$ cat config.mk
export PLATFORM = sky130hd
export DESIGN_NAME = pipe_latch_param_flat
export DESIGN_NICKNAME = d
export VERILOG_FILES = /design/src/rtl/pipe_latch_param_if.sv /design/src/rtl/pipe_latch_param.sv /design/src/flat_wrapper.sv
export SDC_FILE = /design/constraint.sdc
export NUM_CORES = 1
export LEC_CHECK = 0
export CAP_MARGIN = 10
export CORE_MARGIN = 3
export CORE_UTILIZATION = 43
export CTS_CLUSTER_DIAMETER = 120
export CTS_CLUSTER_SIZE = 28
export DETAILED_ROUTE_END_ITERATION = 12
export GPL_TIMING_DRIVEN = 0
export HOLD_SLACK_MARGIN = 0.05
export PLACE_DENSITY = 0.87
export SKIP_CTS_REPAIR_TIMING = 1
export SLEW_MARGIN = 20
export SYNTH_ARGS = -nofsm -noshare
export SYNTH_HDL_FRONTEND = slang
export SYNTH_SLANG_ARGS = --single-unit
export TNS_END_PERCENT = 100
$ cat constraint.sdc
create_clock -name CLK -period 3.4 [get_ports CLK]
set_input_delay 1.02 -clock CLK [delete_from_list [all_inputs] [get_ports CLK]]
set_output_delay 1.02 -clock CLK [all_outputs]
set_load 0.05 [all_outputs]
$ cat src/rtl/pipe_latch_param_if.sv
// Pipeline-boundary handshake bundle: advance/stall/flush controls, upstream entry,
// and the registered last-stage view plus the stall-cycle counter.
// DATA_W and CNT_W must match the parameters of the attached pipe_latch_param.
interface pipe_latch_param_if #(
  parameter int unsigned DATA_W = 32,
  parameter int unsigned CNT_W  = 16
) ();
  logic              ihit;
  logic              dhit;
  logic              stall_req;
  logic              flush;
  logic              in_valid;
  logic [DATA_W-1:0] in_data;
  logic              in_halt;
  logic              out_valid;
  logic [DATA_W-1:0] out_data;
  logic              out_halt;
  logic [CNT_W-1:0]  stall_cycles;

  // Upstream / control side
  modport master (
    output ihit, dhit, stall_req, flush, in_valid, in_data, in_halt,
    input  out_valid, out_data, out_halt, stall_cycles
  );

  // Latch side
  modport slave (
    input  ihit, dhit, stall_req, flush, in_valid, in_data, in_halt,
    output out_valid, out_data, out_halt, stall_cycles
  );
endinterface

$ cat src/rtl/pipe_latch_param.sv
// Parametrised pipeline-boundary register: STAGES back-to-back payload registers with
// valid/halt bits, hit-gated advance, stall hold, flush-to-bubble, sticky halt and a
// saturating stall-cycle counter. All outputs come straight from flops.
module pipe_latch_param #(
  parameter int unsigned DATA_W         = 32,
  parameter int unsigned STAGES         = 1,
  parameter int unsigned CNT_W          = 16,
  parameter bit          ZERO_ON_BUBBLE = 1'b1
) (
  input logic              CLK,
  input logic              RST,
  pipe_latch_param_if.slave bus
);

  typedef struct packed {
    logic              valid;
    logic              halt;
    logic [DATA_W-1:0] data;
  } stage_t;

  stage_t           stageQ [STAGES];
  stage_t           stageD [STAGES];
  logic             outHaltQ, outHaltD;
  logic [CNT_W-1:0] stallCntQ, stallCntD;
  logic             hit, en, countStall;

  // Advance enable and stall-count qualifier; a cycle without any hit is a memory wait.
  always_comb begin
    hit        = bus.ihit | bus.dhit;
    en         = hit & ~bus.stall_req & ~outHaltQ;
    countStall = ~bus.flush & bus.stall_req & hit;
  end

  // Next stage contents: flush beats advance, otherwise hold.
  always_comb begin
    stageD = stageQ;
    if (bus.flush) begin
      for (int unsigned k = 0; k < STAGES; k++) begin
        stageD[k].valid = 1'b0;
        stageD[k].halt  = 1'b0;
        if (ZERO_ON_BUBBLE) stageD[k].data = '0;
      end
    end else if (en) begin
      for (int unsigned k = 1; k < STAGES; k++) begin
        stageD[k] = stageQ[k-1];
      end
      stageD[0].valid = bus.in_valid;
      stageD[0].halt  = bus.in_halt & bus.in_valid;
      if (bus.in_valid) begin
        stageD[0].data = bus.in_data;
      end else if (ZERO_ON_BUBBLE) begin
        stageD[0].data = '0;
      end
    end
  end

  // Sticky halt is set from the next last-stage halt so it rises with the halting entry.
  always_comb begin
    outHaltD  = outHaltQ | stageD[STAGES-1].halt;
    stallCntD = stallCntQ;
    if (countStall && (stallCntQ != {CNT_W{1'b1}})) begin
      stallCntD = stallCntQ + 1'b1;
    end
  end

  // State registers with synchronous reset overriding everything.
  always_ff @(posedge CLK) begin
    if (RST) begin
      for (int unsigned k = 0; k < STAGES; k++) begin
        stageQ[k] <= '0;
      end
      outHaltQ  <= 1'b0;
      stallCntQ <= '0;
    end else begin
      for (int unsigned k = 0; k < STAGES; k++) begin
        stageQ[k] <= stageD[k];
      end
      outHaltQ  <= outHaltD;
      stallCntQ <= stallCntD;
    end
  end

  assign bus.out_valid    = stageQ[STAGES-1].valid;
  assign bus.out_data     = stageQ[STAGES-1].data;
  assign bus.out_halt     = outHaltQ;
  assign bus.stall_cycles = stallCntQ;

endmodule

$ cat src/flat_wrapper.sv
// flat-port wrapper written by rule: the top's interface ports become plain ports
module pipe_latch_param_flat 
#(
  parameter int unsigned DATA_W         = 32,
  parameter int unsigned STAGES         = 1,
  parameter int unsigned CNT_W          = 16,
  parameter bit          ZERO_ON_BUBBLE = 1'b1
)
  (CLK, RST, bus_ihit, bus_dhit, bus_stall_req, bus_flush, bus_in_valid, bus_in_data, bus_in_halt, bus_out_valid, bus_out_data, bus_out_halt, bus_stall_cycles);
  pipe_latch_param_if #(.DATA_W(DATA_W), .CNT_W(CNT_W)) bus_i ();
  input logic CLK;
  input logic RST;
  input wire logic [$bits(bus_i.ihit)-1:0] bus_ihit;
  input wire logic [$bits(bus_i.dhit)-1:0] bus_dhit;
  input wire logic [$bits(bus_i.stall_req)-1:0] bus_stall_req;
  input wire logic [$bits(bus_i.flush)-1:0] bus_flush;
  input wire logic [$bits(bus_i.in_valid)-1:0] bus_in_valid;
  input wire logic [$bits(bus_i.in_data)-1:0] bus_in_data;
  input wire logic [$bits(bus_i.in_halt)-1:0] bus_in_halt;
  output wire logic [$bits(bus_i.out_valid)-1:0] bus_out_valid;
  output wire logic [$bits(bus_i.out_data)-1:0] bus_out_data;
  output wire logic [$bits(bus_i.out_halt)-1:0] bus_out_halt;
  output wire logic [$bits(bus_i.stall_cycles)-1:0] bus_stall_cycles;
  assign bus_i.ihit = bus_ihit;
  assign bus_i.dhit = bus_dhit;
  assign bus_i.stall_req = bus_stall_req;
  assign bus_i.flush = bus_flush;
  assign bus_i.in_valid = bus_in_valid;
  assign bus_i.in_data = bus_in_data;
  assign bus_i.in_halt = bus_in_halt;
  assign bus_out_valid = bus_i.out_valid;
  assign bus_out_data = bus_i.out_data;
  assign bus_out_halt = bus_i.out_halt;
  assign bus_stall_cycles = bus_i.stall_cycles;
  pipe_latch_param #(.DATA_W(DATA_W), .STAGES(STAGES), .CNT_W(CNT_W), .ZERO_ON_BUBBLE(ZERO_ON_BUBBLE)) u_core (.CLK(CLK), .RST(RST), .bus(bus_i));
endmodule
* Word-level counts from Yosys, hierarchy flattened *
Index checks and enable logic that the tools add are counted.

cells by class
  order comparisons = 0
  multipliers = 0
  shift-type cells = 0
  muxes and demuxes = 3
  equality and inequality tests = 1
  bitwise logic cells = 10
  reduce and logical (&&, ||, !) cells = 2
  div/mod/pow operators = 0
  add/sub/neg operators = 1

operator list
  operator                                       number
  two-way mux 33 bit                             2
  two-way mux 32 bit                             1
  adder 16 x 1 -> 16 bit, second input constant  1
  != test 16 bit, second input constant          1
  AND 1 bit                                      5
  inverter 1 bit                                 3
  bitwise OR 1 bit                               2
  OR reduction 2 bit                             1
  logical AND 1 bit                              1

storage, ports and cells
  memory bits (read-only) = 0
  memories kept = 0
  bits in latches = 0
  input bits = 40
  RAM bits = 0
  logic and storage cells = 22
  bits in registers = 51

* Longest topological paths before layout *
  word-level depth = 6
  mapped depth = 6
  mapped depth without buffers = 5

* Worst setup path before layout *
Ideal clock, no wire load.

  path type = input port to flip-flop
  start point = in bus_flush
  end point = reg u_core.stallCntQ[15] (netlist: u_core.bus.stall_cycles[15])
  stages on the path = 5
  slack = 1188 ps
  required time = 3279 ps
  arrival = 2091 ps
  cells stage by stage = and2b_1 > nand4b_1 > buf_2 > nor4_1 > mux2_2

on the way
  longest elaborated chain between the ends = 4

RTL lines
  element                  line                    source
  start, declared          flat_wrapper.sv:16      input wire logic [$bits(bus_i.flush)-1:0] bus_flush;
  inverter 1 bit           pipe_latch_param.sv:31  countStall = ~bus.flush & bus.stall_req & hit;
  AND 1 bit (2 in series)  pipe_latch_param.sv:31
  logical AND 1 bit        pipe_latch_param.sv:61  if (countStall && (stallCntQ != {CNT_W{1'b1}})) begin
  end signal, assigned     pipe_latch_param.sv:79  stallCntQ <= stallCntD;
  end, declared            pipe_latch_param.sv:24  logic [CNT_W-1:0] stallCntQ, stallCntD;

Every way passes these cells.
A chain may end at the register's enable or synchronous reset.

* Final worst setup path *
  start point = reg u_core.stallCntQ[7] (netlist: u_core.bus.stall_cycles[7])
  end point = out bus_stall_cycles[7]

RTL lines
  element        line                source
  end, declared  flat_wrapper.sv:23  output wire logic [$bits(bus_i.stall_cycles)-1:0] bus_stall_cycles;

No word-level cell between the ends.

==> results.sh <==
export IMPL_ant_nets=0
export IMPL_multiInputGateArea_sq_um=1080
export IMPL_track_usage=0.1913
export IMPL_finalNonFillerCells=458
export IMPL_fin_crit_sh=0.7874
export IMPL_path_clk_slew_ns=0.10
export IMPL_hpwl_mm=4.796
export IMPL_finalHoldViolCount=0
export IMPL_clk_path_buf_depth=2
export IMPL_synth_common_cells="dfxtp_1, a21oi_1, nand2_1"
export IMPL_fin_area_sq_um=3503
export IMPL_grt_max_degree=17
export IMPL_start_kind="flip-flop"
export IMPL_worst_path_max_delay_cell="clkdlybuf4s50_1"
export IMPL_row_count=26
export IMPL_irDropWorstVdd_mv=0.2689
export IMPL_cap_violations=0
export IMPL_p_total_mw=1.162
export IMPL_fillers=454
export IMPL_hold_path_class="reg -> reg"
export IMPL_p_clk_frac=0.324
export IMPL_crit_arrival_ns=1.66
export IMPL_status="completed"
export IMPL_grt_pass1_vias=2287
export IMPL_critPathKind="reg -> out"
export IMPL_critPathMaxStageDelay_ns=0.86
export IMPL_grt_pass1_wl_mm=10.14
export IMPL_yosysTopAreaCell="dfxtp_1"
export IMPL_internal_power_uw=853.1
export IMPL_crit_fanout=8
export IMPL_cp_num_buf_inv=1
export IMPL_cp_cell_sequence="clkdlybuf4s50_1"
export IMPL_setup_viol=0
export IMPL_pwr_share_comb=0.149
export IMPL_areaGrowthSynthToFinish_pct=43.81
export IMPL_max_slew_margin=0.6387
export IMPL_synth_area_sq_um=2436
export IMPL_dieArea_sq_um=6605
export IMPL_fmax_mhz=373.5
export IMPL_synthDominantCellAreaShare=0.4191
export IMPL_placed_cells=450
export IMPL_placed_area_sq_um=3405
export IMPL_synth_fp_nets=333
export IMPL_fin_setup_tns_ns=0
export IMPL_async_flop_share=0
export IMPL_htree_num_levels=2
export IMPL_switchingPower_uw=309.0
export IMPL_die_y_microns=81.27
export IMPL_ys_warn_count=0
export IMPL_drive_above_1_share=0.1443
export IMPL_dr_total_vias=2367
export IMPL_setup_ws_ns=0.7228
export IMPL_pre_cts_slack_ns=0.5053
export IMPL_path_delay_family="buffers and inverters"
export IMPL_rsz0062_at_grt="no"
export IMPL_clock_sinks=51
export IMPL_end_kind="primary output"
export IMPL_drc=0
export IMPL_gr_total_overflow=0
export IMPL_gp_congestion=0.8614
export IMPL_path_depth=1
export IMPL_ys_seq_area_frac=0.4191
export IMPL_drt_vias_per_instance=5.168
export IMPL_antenna_found_initial=0
export IMPL_die_w_microns=81.27
export IMPL_postSynthCellCount=292
export IMPL_cts_made_buffers=5
export IMPL_cts_root_buffer="clkbuf_8"
export IMPL_seqCellArea_sq_um=1021
export IMPL_wl_mm=6.345
export IMPL_skew_ns=0.008735
export IMPL_rr_worst_depth=5
export IMPL_utilization=0.6607
export IMPL_worstPathRequired_ns=2.38
export IMPL_worst_slew_pin_slew_ns=0.5403
export IMPL_drtIter0Drc=88
export IMPL_synth_cell_types=41
export IMPL_num_antenna_cells=0
export IMPL_slew_viol_final=0
export IMPL_synth_most_common_cell="dfxtp_1"
export IMPL_syn_avg_cell_area_sq_um=8.343
export IMPL_port_buffers=88
export IMPL_drt_pass1_iterations=4
export IMPL_synthFlopType="dfxtp_1"
export IMPL_worstSkewPairLatency_ns=0.30
export IMPL_synthTopCellsByArea="dfxtp_1, buf_4, a21oi_1"
export IMPL_ys_ff_latch=51
export IMPL_cts_tree="done"
export IMPL_nets=428
export IMPL_start_util=0.4594
export IMPL_period_minus_slack_ns=2.677
export IMPL_leakage_nw=1.268
export IMPL_ios=90
export IMPL_hold_slack_ns=0.4547
export IMPL_power_switching_share=0.2659
export IMPL_seq_power_share=0.527
export IMPL_core_area_sq_um=5303
export IMPL_power_density_nw_per_um2=331.7
export IMPL_hold_depth=2
export IMPL_synth_edf_count=0
export IMPL_wire_per_inst_microns=13.85
==> routing by layer <==
metal | part of all wire | global-route usage | vias up
li1 | - | - | 1175
met1 | 0.42 | 0.2339 | 1117
met2 | 0.51 | 0.3379 | 68
met3 | 0.059 | 0.04989 | 7
met4 | 0.011 | 0.03547 | 0
met5 | 0 | 0 | -
==> worst paths after layout <==
path / from / end / slack [ns]
hold reg to reg: u_core.bus.out_data[14]$_SDFFE_PP0P_ / u_core.bus.out_data[14]$_SDFFE_PP0P_ / 0.45
hold / removal: u_core.bus.out_data[14]$_SDFFE_PP0P_ / u_core.bus.out_data[14]$_SDFFE_PP0P_ / 0.45
setup reg to reg: u_core.bus.stall_cycles[0]$_SDFFE_PP0P_ / u_core.bus.stall_cycles[0]$_SDFFE_PP0P_ / 1.49
setup / recovery: u_core.bus.stall_cycles[7]$_SDFFE_PP0P_ / bus_stall_cycles[7] / 0.72
==> state kept, by name, summed over array words and instances, names as in the netlist <==
| name | flops |
|---|---|
| u_core.bus.stall_cycles | 16 |
| u_core.bus.out_valid | 1 |
| u_core.bus.out_halt | 1 |
| u_core.stageQ | 1 |
| u_core.bus.out_data | 32 |
==> cells by family (layout without fill, tap and decap cells) <==
group,after synthesis,count (layout),synth area share
buffers and inverters,56,152,0.1376
multiplexers,9,9,0.04211
adder cells (fa/ha/maj),1,1,0.005135
flip-flops,51,51,0.4191
AND/OR/NAND/NOR,124,124,0.2820
AO/OA/AOI/OAI,51,51,0.1140
==> cell type report <==
cell class                      count  area share
Clock inverter                      2    0.004643
Inverter                            5    0.005357
Buffer                             51     0.09036
Tap cell                           70     0.02500
Clock buffer                        6     0.02357
Multi-Input combinational cell    185      0.3082
Sequential cell                    51      0.2914
Timing Repair Buffer               88      0.2514
==> placed cells by master (no fill, tap or decap), types with 4 or more instances in the layout <==
cell type	instances
clkbuf_8	6
or4_1	5
dfxtp_1	51
o31ai_1	5
nor4_1	6
inv_1	5
clkdlybuf4s50_1	88
nand2_1	40
buf_2	4
clkbuf_1	14
a21oi_1	41
nor2b_1	6
mux2_2	4
nand3_1	35
nor2_1	10
buf_4	32
==> power by group through the flow <==
stage          Combinational, mW  Clock (mW)  Sequential, mW
2_1_floorplan             0.0873           0           0.632
3_3_place_gp               0.170           0           0.625
3_5_place_dp               0.173           0           0.626
4_1_cts                    0.173       0.386           0.612
5_1_grt                    0.186       0.405           0.613
6_report                   0.173       0.377           0.612
Note: power is estimated with default switching activity, not from simulation.
